### config.mk
export PLATFORM = sky130hd
export DESIGN_NAME = fetch_prefetch_unit
export DESIGN_NICKNAME = d
export VERILOG_FILES = /design/src/rtl/fetch_pkg.sv /design/src/rtl/fetch_pf_buf.sv /design/src/rtl/fetch_prefetch_unit.sv
export SDC_FILE = /design/constraint.sdc
export NUM_CORES = 1
export LEC_CHECK = 0
export CORE_MARGIN = 3
export CORE_UTILIZATION = 45
export CTS_BUF_LIST = sky130_fd_sc_hd__clkbuf_2 sky130_fd_sc_hd__clkbuf_4 sky130_fd_sc_hd__clkbuf_8
export CTS_CLUSTER_SIZE = 40
export DETAILED_ROUTE_END_ITERATION = 10
export HOLD_SLACK_MARGIN = 0.05
export PLACE_DENSITY = 0.76
export SLEW_MARGIN = 15
export SYNTH_ARGS = -nofsm -noshare
export SYNTH_HDL_FRONTEND = slang
export SYNTH_SLANG_ARGS = --single-unit
### constraint.sdc
create_clock -name clk -period 15.4 [get_ports clk]
set_input_delay 3.08 -clock clk [delete_from_list [all_inputs] [get_ports clk]]
set_output_delay 3.08 -clock clk [all_outputs]
set_load 0.1 [all_outputs]
### src/rtl/fetch_pkg.sv
// fetch_pkg: shared FSM state type and width helpers for the fetch/prefetch unit
package fetch_pkg;
  typedef enum logic [2:0] {IDLE, DEM_RD, DEM_WR, PREFETCH, RESP} state_t;
  function automatic int stride_f(input int dw);
    return dw / 8;
  endfunction
  function automatic int tmo_w(input int t);
    return $clog2(t + 1);
  endfunction
endpackage

### src/rtl/fetch_pf_buf.sv
// fetch_pf_buf: circular prefetch FIFO with push, pop, flush and occupancy flags
// Ports: clk, rst (async, active-high); push/din write the tail; pop advances the head;
// flush empties the buffer; head is the oldest word; count/full/empty report occupancy.
module fetch_pf_buf #(
  parameter int DATA_W = 32,
  parameter int DEPTH = 4,
  parameter int NW = $clog2(DEPTH + 1)
) (
  input  logic              clk,
  input  logic              rst,
  input  logic              push,
  input  logic              pop,
  input  logic              flush,
  input  logic [DATA_W-1:0] din,
  output logic [DATA_W-1:0] head,
  output logic [NW-1:0]     count,
  output logic              full,
  output logic              empty
);
  localparam int PW = $clog2(DEPTH);
  logic [DATA_W-1:0] mem [DEPTH];
  logic [PW-1:0] rd, wr;
  assign head = mem[rd];
  assign full = count == NW'(DEPTH);
  assign empty = count == '0;
  always_ff @(posedge clk or posedge rst) begin
    if (rst) begin
      rd <= '0;
      wr <= '0;
      count <= '0;
    end else if (flush) begin
      rd <= '0;
      wr <= '0;
      count <= '0;
    end else begin
      if (push && !full) begin
        wr <= wr + 1'b1;
        count <= count + 1'b1;
      end
      if (pop && !empty) begin
        rd <= rd + 1'b1;
        count <= count - 1'b1;
      end
    end
  end
  always_ff @(posedge clk) begin
    if (push && !full && !flush) mem[wr] <= din;
  end
endmodule

### src/rtl/fetch_prefetch_unit.sv
// fetch_prefetch_unit: CPU load/store port to W_ bus master with sequential prefetch and bus timeout
// Ports: clk, rst (async, active-high); CPU side f_enable/write_mode/addr/data_i in,
// data_o/ack/err out; bus side W_ADDR/W_DATA_O/W_WRITE/W_REQ out, W_DATA_I/W_ACK in.
module fetch_prefetch_unit import fetch_pkg::*; #(
  parameter int ADDR_W = 32,
  parameter int DATA_W = 32,
  parameter int DEPTH = 4,
  parameter int TIMEOUT = 255
) (
  input  logic              clk,
  input  logic              rst,
  input  logic              f_enable,
  input  logic              write_mode,
  input  logic [ADDR_W-1:0] addr,
  input  logic [DATA_W-1:0] data_i,
  output logic [DATA_W-1:0] data_o,
  output logic              ack,
  output logic              err,
  output logic [ADDR_W-1:0] W_ADDR,
  output logic [DATA_W-1:0] W_DATA_O,
  input  logic [DATA_W-1:0] W_DATA_I,
  output logic              W_WRITE,
  output logic              W_REQ,
  input  logic              W_ACK
);
  localparam int STRIDE = stride_f(DATA_W);
  localparam int CW = tmo_w(TIMEOUT);
  localparam int NW = $clog2(DEPTH + 1);
  state_t state, state_n;
  logic [ADDR_W-1:0] pf_addr, iss_addr;
  logic [CW-1:0] tmo_cnt;
  logic [NW-1:0] count;
  logic [DATA_W-1:0] head;
  logic pf_stop, missed, err_r, full, empty;
  logic push, pop, flush, issue, hit, rd_miss, tmo, done;
  fetch_pf_buf #(.DATA_W(DATA_W), .DEPTH(DEPTH), .NW(NW)) u_buf (
    .clk(clk), .rst(rst), .push(push), .pop(pop), .flush(flush), .din(W_DATA_I),
    .head(head), .count(count), .full(full), .empty(empty)
  );
  // abort on the cycle the stall count would reach TIMEOUT, so W_REQ is high exactly TIMEOUT cycles
  assign tmo = W_REQ && !W_ACK && tmo_cnt == CW'(TIMEOUT - 1);
  assign done = W_REQ && (W_ACK || tmo);
  assign hit = f_enable && !write_mode && !empty && addr == pf_addr;
  assign rd_miss = state == IDLE && f_enable && !write_mode && !hit;
  assign iss_addr = f_enable ? addr : pf_addr + ADDR_W'(count) * ADDR_W'(STRIDE);
  assign ack = state == RESP;
  assign err = ack && err_r;
  always_comb begin
    state_n = state;
    push = 1'b0;
    pop = 1'b0;
    flush = 1'b0;
    issue = 1'b0;
    case (state)
      IDLE: begin
        if (f_enable && write_mode) begin
          state_n = DEM_WR;
          flush = 1'b1;
          issue = 1'b1;
        end else if (hit) begin
          state_n = RESP;
          pop = 1'b1;
        end else if (f_enable) begin
          state_n = DEM_RD;
          flush = 1'b1;
          issue = 1'b1;
        end else if (!full && !pf_stop && missed) begin
          state_n = PREFETCH;
          issue = 1'b1;
        end
      end
      DEM_RD, DEM_WR: state_n = done ? RESP : state;
      PREFETCH: begin
        state_n = done ? IDLE : state;
        push = W_REQ && W_ACK;
      end
      default: state_n = IDLE;
    endcase
  end
  always_ff @(posedge clk or posedge rst) begin
    if (rst) state <= IDLE;
    else state <= state_n;
  end
  always_ff @(posedge clk or posedge rst) begin
    if (rst) begin
      W_REQ <= 1'b0;
      W_ADDR <= '0;
      W_WRITE <= 1'b0;
      W_DATA_O <= '0;
      tmo_cnt <= '0;
    end else begin
      if (issue) begin
        W_REQ <= 1'b1;
        W_ADDR <= iss_addr;
        W_WRITE <= f_enable && write_mode;
        W_DATA_O <= f_enable && write_mode ? data_i : '0;
      end else if (done) W_REQ <= 1'b0;
      tmo_cnt <= (issue || !W_REQ || W_ACK) ? '0 : tmo_cnt + CW'(1);
    end
  end
  always_ff @(posedge clk or posedge rst) begin
    if (rst) begin
      data_o <= '0;
      pf_addr <= '0;
      pf_stop <= 1'b0;
      missed <= 1'b0;
      err_r <= 1'b0;
    end else begin
      if (pop) begin
        data_o <= head;
        pf_addr <= pf_addr + ADDR_W'(STRIDE);
      end else if (state == DEM_RD && W_REQ && W_ACK) begin
        data_o <= W_DATA_I;
        pf_addr <= W_ADDR + ADDR_W'(STRIDE);
      end
      pf_stop <= rd_miss ? 1'b0 : pf_stop | (state == PREFETCH && tmo);
      missed <= missed | rd_miss;
      err_r <= state == RESP ? 1'b0 : err_r | ((state == DEM_RD || state == DEM_WR) && tmo);
    end
  end
endmodule

Word level (Yosys, flattened, before mapping). Memories as Yosys holds them, arrays and structs flattened. Index checks and enable logic that the tools add are counted.

Bits in registers: 151. Bits in latches: 0. RAM bits: 128. Bits in read-only memories: 0. Bits of input ports: 101. Output and inout port bits: 100. Logic and storage cells: 118. Memories kept: 1.

Add/sub/neg operators: 8. $mul: 0. Div/mod/pow operators: 0. Order comparisons: 0. Equality and inequality tests: 10. Shifts and indexed selects: 0. Muxes and demuxes: 40. Bitwise gates (word level): 3. Reductions and logical operators: 42.

Memory list: u_buf.mem (words 4, width 32, rd ports 1, clocked after Yosys merged registers in 0, write ports 1, RTL line fetch_pf_buf.sv:21) `logic [DATA_W-1:0] mem [DEPTH];`.

Operators with widths (number): 32-bit two-way mux (6); 32-bit by 3-bit adder with 32-bit output (second input constant) (2); 32-bit by 5-bit adder with 32-bit output (1); 32-bit == test (1); 3-bit two-way mux (9); 1-bit logical AND (21); 1-bit two-way mux (19); 3-bit one-hot mux with 3 select lines (1); 8-bit by 1-bit adder with 8-bit output (second input constant) (1); 8-bit == test (second input constant) (1); 1-bit zero test (8); 2-bit two-way mux (4); 8-bit two-way mux (1); 2-bit nonzero test (4); 3-bit by 2-bit == test with 1-bit output (second input constant) (2); 3-bit == test (second input constant) (2); 3-bit zero test (2); 5-bit by 3-bit inequality test with 1-bit output (second input constant) (1); 2-bit by 1-bit adder with 2-bit output (second input constant) (2); 1-bit logical OR (4); 2-bit inequality test (second input constant) (2); 3-bit by 1-bit adder with 3-bit output (second input constant) (1); 3-bit by 1-bit == test with 1-bit output (second input constant) (1); 1-bit bitwise OR (3); 4 further kinds (4).

Longest topological paths before layout. Gate-level depths: netlist (run 1).

Depth after elaboration: 12. Depth in mapped cells: 17. Gate-level depth less buffers: 15.

Hierarchy. Synthesis (run 1) repeated with hierarchy kept, for this count alone.

Cell total of the unflattened synthesis: 1177. Area total of the unflattened synthesis: 13849.5 µm².

Modules (own cells, without submodules): fetch_prefetch_unit (times used 1, cells an instance 952, area each 8683.3 µm², seq. area each 3603.5 µm²); fetch_pf_buf (times used 1, cells an instance 225, area each 5166.2 µm², seq. area each 4018.9 µm²).

Worst setup path after synthesis (run 1). No wires, ideal clock.

Path kind: input -> register. Start: input f_enable. End: register pf_addr[28]. Library setup time: 0.124 ns. Data arrival time: 6.473 ns. Data required time: 15.276 ns. Slack: 8.803 ns. Cell stages on the path: 16. Path buffers: 2. Cells stage by stage: clkbuf_1 -> nor2b_1 -> o2111ai_1 -> and4bb_1 -> nand4_1 -> nor2_1 -> buf_2 -> nand2_1 -> nand2_1 -> ha_1 -> nand4_1 -> or3_1 -> nor3_1 -> nand4_1 -> a32o_1 -> a211o_1.

Word-level cells in the longest chain between the ends: 7. Elaborated cells between the ends (all ways): 9. Classes of those cells: mux: 4; reduce/logical: 5.

Ends and longest elaborated chain: from (decl) (RTL line fetch_prefetch_unit.sv:12) `input logic f_enable,`; 1-bit logical AND (3 in a row) (RTL line fetch_prefetch_unit.sv:43) `assign hit = f_enable && !write_mode && !empty && addr == pf_addr;`; 1-bit two-way mux (RTL line fetch_prefetch_unit.sv:60) `end else if (hit) begin`; 1-bit two-way mux * (RTL line fetch_prefetch_unit.sv:56) `if (f_enable && write_mode) begin`; 1-bit two-way mux * (RTL line fetch_prefetch_unit.sv:54) `case (state)`; 32-bit two-way mux or 2-bit nonzero test (tied branches); to (signal assigned) (RTL line fetch_prefetch_unit.sv:111) `pf_addr <= pf_addr + ADDR_W'(STRIDE);`; to (signal assigned) (RTL line fetch_prefetch_unit.sv:114) `pf_addr <= W_ADDR + ADDR_W'(STRIDE);`; to (decl) (RTL line fetch_prefetch_unit.sv:30) `logic [ADDR_W-1:0] pf_addr, iss_addr;`.

Every way passes the cells marked *; elsewhere a longest branch is shown, timed or not. A chain may end at the register's enable or synchronous reset.

Worst setup path after layout (run 1).
Start: input addr[24]. End: register pf_addr[28].

Word-level cells in the longest chain between the ends: 6. Elaborated cells between the ends (all ways): 7. Classes of those cells: eq/ne: 1; mux: 4; reduce/logical: 2.

Ends and longest elaborated chain: from (decl) (RTL line fetch_prefetch_unit.sv:14) `input logic [ADDR_W-1:0] addr,`; 32-bit == test * (RTL line fetch_prefetch_unit.sv:43); 1-bit logical AND * (RTL line fetch_prefetch_unit.sv:43); 1-bit two-way mux * (RTL line fetch_prefetch_unit.sv:60); 1-bit two-way mux * (RTL line fetch_prefetch_unit.sv:56); 1-bit two-way mux * (RTL line fetch_prefetch_unit.sv:54); 32-bit two-way mux or 2-bit nonzero test (tied branches).

Marks and branches as above.

==> results of run 1 <==
==> path summary, 6_finish.rpt <==
kind / from / end / slack (ns) / cells after the start
worst max-delay path: addr[24] / pf_addr[28] / 8.30 / 15
min in group asynchronous: rst / W_DATA_O[25] / 3.06 / 2
max in group asynchronous: rst / u_buf.rd[0] / 10.79 / 3
worst min-delay path: data_o[26] / data_o[26] / 0.47 / 2
worst min register to register: data_o[26] / data_o[26] / 0.47 / 2
worst max register to register: pf_addr[24] / pf_addr[28] / 10.69 / 14
==> metrics by stage <==
stage	hold slack, ns	power, mW	area, sq um	utilization
global placement	0.439	0.891	15800	0.542
floorplan	0.428	0.844	13600	-
detailed placement	0.459	0.892	15800	0.542
CTS	0.477	1.56	16800	0.575
finish	0.468	1.54	16800	0.575
global route	0.490	1.60	16800	0.575
==> per-layer routing <==
layer | vias to the layer above | global-route usage | share of wire
li1 | 4794 | - | -
met1 | 5154 | 0.302 | 0.41
met2 | 493 | 0.371 | 0.49
met3 | 66 | 0.0487 | 0.087
met4 | 2 | 0.0560 | 0.019
met5 | - | 0 | 0.00036
==> cell usage after synthesis, drive strengths merged, types with 31 or more instances <==
library cell	instances	area share
nand4	33	0.016
xnor2	36	0.023
nand3	48	0.018
dfrtp	151	0.28
nor2	85	0.024
o21ai	49	0.018
mux4	32	0.053
edfxtp	128	0.28
clkbuf	64	0.018
a22o	36	0.023
a22oi	31	0.017
nand2	172	0.048
a21oi	37	0.014
==> where the power goes <==
part | internal, mW | switching (mW) | total [mW]
logic | 0.0361 | 0.0553 | 0.0914
clock network | 0.356 | 0.308 | 0.663
registers | 0.784 | 0.00249 | 0.786
total | 1.18 | 0.365 | 1.54
==> cells by family after synthesis <==
group,after synthesis,synth area share
fa+ha+maj,12,0.0122
compound gates,228,0.117
buf+inv,115,0.0349
simple gates,458,0.164
flops,279,0.562
xor+xnor,61,0.0394
mux,55,0.0707
==> sequential cells by signal, indices dropped and copies added, names as in the netlist <==
name and count:
pf_addr 32, missed 1, W_ADDR 32, u_buf.count 3
W_REQ 1, data_o 32, u_buf.wr 2, err_r 1
u_buf.rd 2, pf_stop 1, W_DATA_O 32, u_buf.mem 128
state 3, tmo_cnt 8, W_WRITE 1
==> worst max-delay path, delay by kind of cell <==
kind	cells	cell delay (ns)
buffers and inverters	1	0.44
XOR/XNOR	1	0.22
adder cells (fa/ha/maj)	1	0.31
AO/OA/AOI/OAI	3	0.66
AND/OR/NAND/NOR	9	2.84
==> cell type report <==
class / instances / area, sq um / share of cell area
Clock buffer: 69 / 843 / 0.0503
Sequential cell: 279 / 7620 / 0.455
Inverter: 27 / 106 / 0.00634
Multi-Input combinational cell: 814 / 5500 / 0.328
Clock inverter: 21 / 109 / 0.00649
Timing Repair Buffer: 214 / 2100 / 0.125
Tap cell: 384 / 480 / 0.0287
==> reports/results.ini, run 1 <==
[run_status]
status = complete, no violations

[sta]
setup_tns_ns = 0
hold_viol = 0
fin_crit_sh = 0.461
period_needed_ns = 7.10
tightestPinTransition_ns = 1.04
fmax_mhz = 141
setup_violations = 0
rsz0062_at_grt = false
drv_slew = 0
relSlewSlack = 0.306
worst_slack_ns = 8.30
clock_skew_ns = 0.0230

[grt]
grt-ovfl-total = 0
grt_max_degree = 100
track_usage = 0.224
grt_pass1_wl_microns = 58800
antenna_found_initial = 1
grt_pass1_vias = 10543

[run]
cap_violations = 0

[cts]
cts_resized = 0
cts_tree = yes
clk_path_buf_depth = 3
cts_buffers = 48
cts.sinks = 279
clock_latency_ns = 0.57
ctsHoldBuffers = 0
path_clk_slew_ns = 0.06
post-cts-setup-buffers = 0
clock-root-buffer = clkbuf_8
h-tree-depth = 2

[setup_path]
crit_fanout = 7
critPathKind = primary input to flip-flop
cp_slowest_cell = nor4_1
worstPathRequired_ns = 15.85
path_common_cell = nand2_1
crit_chain = clkdlybuf4s50_1 -> xnor2_1 -> o31ai_1 -> nor4_1 -> nand4_1 -> nor2_2 -> nand2_1 -> nand2_1 -> ha_1 -> nand2_1 -> nor4_2 -> nand3_1 -> or2_2 -> a32o_1 -> a211o_1
crit_path_end_kind = flip-flop
max_stage_delay_ns = 0.68
crit_path_start_kind = primary input
crit_arrival_ns = 7.55

[synth]
synth_edf_count = 128
syn-num-nets = 1321
ys_seq_elements = 279
synth_cell_types = 71
ys.flop_type = dfrtp_1
yosysSeqAreaShare = 0.562
yosys_warnings = 0
synthCells = 1208
avgSynthCellArea_sq_um = 11.2
async_reset_ff_frac = 0.541
synth_area_sq_um = 13600

[placed_design]
place_congestion = 0.941
dpl.cell_count = 1718
dp_hpwl_microns = 24100
port-buffer-count = 200
preCtsSetupSlack_ns = 7.84

[floorplanning]
initial_core_util = 0.465
core.rowCount = 62
die_area_sq_um = 32200
die_h_microns = 180
core_area_sq_um = 29200
fp.dieW_microns = 180
ios = 201

[route]
vias = 10509
drc = 0
vias_per_cell = 5.81
avgRoutedWirePerCell_microns = 20.2
ant_nets = 0
wirelength_microns = 36500
initialDrtViolationCount = 1123
first_pass_iters = 5

[layout]
stdcell_count = 1808
post_route_cells_drive_above_1_share = 0.110
fillers = 2486
antenna_cells = 0
layout_common_cells = 199 x clkdlybuf4s50_1, 172 x nand2_1, 150 x dfrtp_1
nets = 1497
final_common_cell = clkdlybuf4s50_1
syn_to_final_growth_pct = 23.6

[power_and_ir_drop]
p_leak_nw = 6.50
powerDensity_nw_per_um2 = 91.9
peakVddDrop_v = 0.0000751

[hold_path]
hold_path_class = flip-flop to flip-flop

(Power assumes the default switching activity.)
==> run 2, diff against run 1 <==
==> constraint.sdc (replaced) <==
create_clock -name clk -period 7.4 [get_ports clk]
set_input_delay 1.48 -clock clk [delete_from_list [all_inputs] [get_ports clk]]
set_output_delay 1.48 -clock clk [all_outputs]
set_load 0.1 [all_outputs]
==> reports/results.ini, run 2 (synthesis results as in run 1) <==
[run_status]
status = complete, no violations

[placed_design]
dp_hpwl_microns = 24600  ; +1.9%
place_congestion = 0.964  ; +2.5%
dpl.cell_count = 1718  ; unchanged
preCtsSetupSlack_ns = 1.34  ; -6.51 ns
port-buffer-count = 200  ; unchanged

[floorplanning]
die_h_microns = 180  ; unchanged
fp.dieW_microns = 180  ; unchanged
core_area_sq_um = 29200  ; unchanged
ios = 201  ; unchanged
initial_core_util = 0.465  ; unchanged
die_area_sq_um = 32200  ; unchanged
core.rowCount = 62  ; unchanged

[cts]
path_clk_slew_ns = 0.07  ; about the same
h-tree-depth = 2  ; unchanged
cts_tree = yes
cts_resized = 0  ; unchanged
ctsHoldBuffers = 0  ; unchanged
clock-root-buffer = clkbuf_8
cts_buffers = 47  ; -2.1%
clock_latency_ns = 0.57  ; about the same
post-cts-setup-buffers = 0  ; unchanged
cts.sinks = 279  ; unchanged
clk_path_buf_depth = 3  ; unchanged

[setup_path]
cp_slowest_cell = nor4_1
critPathKind = primary input to flip-flop
crit_path_start_kind = primary input
r2r_cells = 14  ; unchanged
path_common_cell = nand2_1
ff2ff_setup_slack_ns = 2.60  ; -8.09 ns
crit_arrival_ns = 6.07  ; -1.48 ns
r2r_end = pf_addr[28]
reg2reg_from = pf_addr[24]
critPathTopFamily = simple AND/OR/NAND/NOR gates
crit_path_end_kind = flip-flop
max_stage_delay_ns = 0.81  ; +0.13 ns
crit_chain = clkdlybuf4s50_1 -> xnor2_1 -> o31ai_1 -> nor4_1 -> nand4_1 -> nor2_2 -> nand2_1 -> nand2_1 -> ha_1 -> nand2_1 -> nor4_2 -> nand3_1 -> or2_2 -> a32o_1 -> a211o_1
crit_fanout = 7  ; unchanged
worstPathRequired_ns = 7.85  ; -8.00 ns
path_buf_inv = 1  ; unchanged

[route]
ant_nets = 0  ; unchanged
wirelength_microns = 37000  ; +1.4%
first_pass_iters = 7  ; +2
avgRoutedWirePerCell_microns = 20.5  ; +1.5%
vias = 10511  ; +0.019%
drc = 0  ; unchanged
initialDrtViolationCount = 1163  ; +3.6%
vias_per_cell = 5.82  ; +0.13%

[layout]
post_route_cells_drive_above_1_share = 0.112  ; +0.00226
regMostFlops = u_buf.mem
antenna_cells = 0  ; unchanged
final_common_cell = clkdlybuf4s50_1
layout_common_cells = 199 x clkdlybuf4s50_1, 172 x nand2_1, 150 x dfrtp_1
nets = 1496  ; -0.067%
stdcell_count = 1806  ; -0.11%
fillers = 2446  ; -1.6%
largest_reg_flops = 128  ; unchanged
syn_to_final_growth_pct = 24.4

[sta]
period_needed_ns = 5.61
relSlewSlack = 0.239  ; -0.0669
hold_viol = 0  ; unchanged
clock_skew_ns = 0.0173  ; -0.00566 ns
fmax_mhz = 178
tightestPinTransition_ns = 1.13  ; +0.0900 ns
drv_slew = 0  ; unchanged
setup_violations = 0  ; unchanged
fin_crit_sh = 0.759
rsz0062_at_grt = false
hold_slack_ns = 0.464  ; -0.00414 ns
worst_slack_ns = 1.79  ; -6.51 ns
setup_tns_ns = 0  ; unchanged

[grt]
grt_pass1_wl_microns = 59300  ; +0.93%
antenna_found_initial = 2  ; +1
grt_max_degree = 116  ; +16%
grt_pass1_vias = 10593  ; +0.47%
grt-ovfl-total = 0  ; unchanged
track_usage = 0.225  ; +0.00165

[power_and_ir_drop]
swShare = 0.233  ; -0.00429
power.share.combinational = 0.058  ; about the same
netSwitchingPower_mw = 0.772  ; +110%
seq_power_share = 0.493  ; -0.017
peakVddDrop_v = 0.000191  ; +150%
p_leak_nw = 6.54  ; +0.67%
powerDensity_nw_per_um2 = 197  ; +110%
clockPowerShare = 0.449  ; +0.019
internal_power_mw = 2.54  ; +120%

[hold_path]
whs_endpoint = missed
hold_path_class = flip-flop to flip-flop
min_from = missed
worstHoldPathCells = 1  ; -1

[run]
cap_violations = 0  ; unchanged

-- run 2: cell count changes in the layout (fill, tap and decap cells not counted), moves of 2 or more --
cell,delta
clkinv_1,-5
clkbuf_4,-8
clkbuf_8,+6
bufinv_16,+2
-- run 2: final cells by class --
class                      count  area (sq um)  share of cell area
sequential                   279          7620               0.452
multi-input combinational    814          5500               0.326
timing repair buffer         214          2100               0.125
clock buffer                  67           866              0.0514
tap                          384           480              0.0285
clock inverter                21           180              0.0107
inverter                      27           109             0.00646
-- run 2: through the flow --
step	area (sq um)	util	power, mW
after floorplan	13600	-	1.76
after global placement	15800	0.542	1.85
after detailed placement	15800	0.542	1.86
after CTS	16900	0.578	3.35
after global routing	16900	0.578	3.43
final	16900	0.578	3.32
-- run 2: power groups by stage --
stage | clock [mW] | combinational (mW) | sequential (mW)
2_1_floorplan | 0 | 0.0404 | 1.72
3_3_place_gp | 0 | 0.189 | 1.67
3_5_place_dp | 0 | 0.192 | 1.67
4_1_cts | 1.52 | 0.192 | 1.64
5_1_grt | 1.60 | 0.202 | 1.64
6_report | 1.49 | 0.191 | 1.64
-- run 2: layer usage --
layer | global-route usage | wire, microns
met1 | 0.303 | 15100
met2 | 0.363 | 17700
met3 | 0.0519 | 3080
met4 | 0.0770 | 1110
met5 | 0 | 27
-- run 2: worst max path at each step --
stage          startpoint  cells past startpoint  slack (ns)          end
4_1_cts          addr[24]                     15        1.93  pf_addr[28]
6_report         addr[24]                     15        1.79  pf_addr[28]
3_5_place_dp     addr[28]                     15        1.34  pf_addr[28]
5_1_grt          addr[24]                     15        1.63  pf_addr[28]
2_1_floorplan         rst                      1        1.86    W_ADDR[0]
3_3_place_gp     addr[28]                     15        1.46  pf_addr[28]
-- run 2: worst reg2reg max path: stages, from the launching register on --
cell and delay, ns:
dfrtp_1 0.58, xnor2_1 0.19, o31ai_1 0.12, nor4_1 0.81
nand4_1 0.52, nor2_2 0.23, nand2_1 0.08, nand2_1 0.08
ha_1 0.29, nand2_1 0.22, nor4_2 0.43, nand3_1 0.22
or2_2 0.37, a32o_1 0.27, a211o_1 0.29
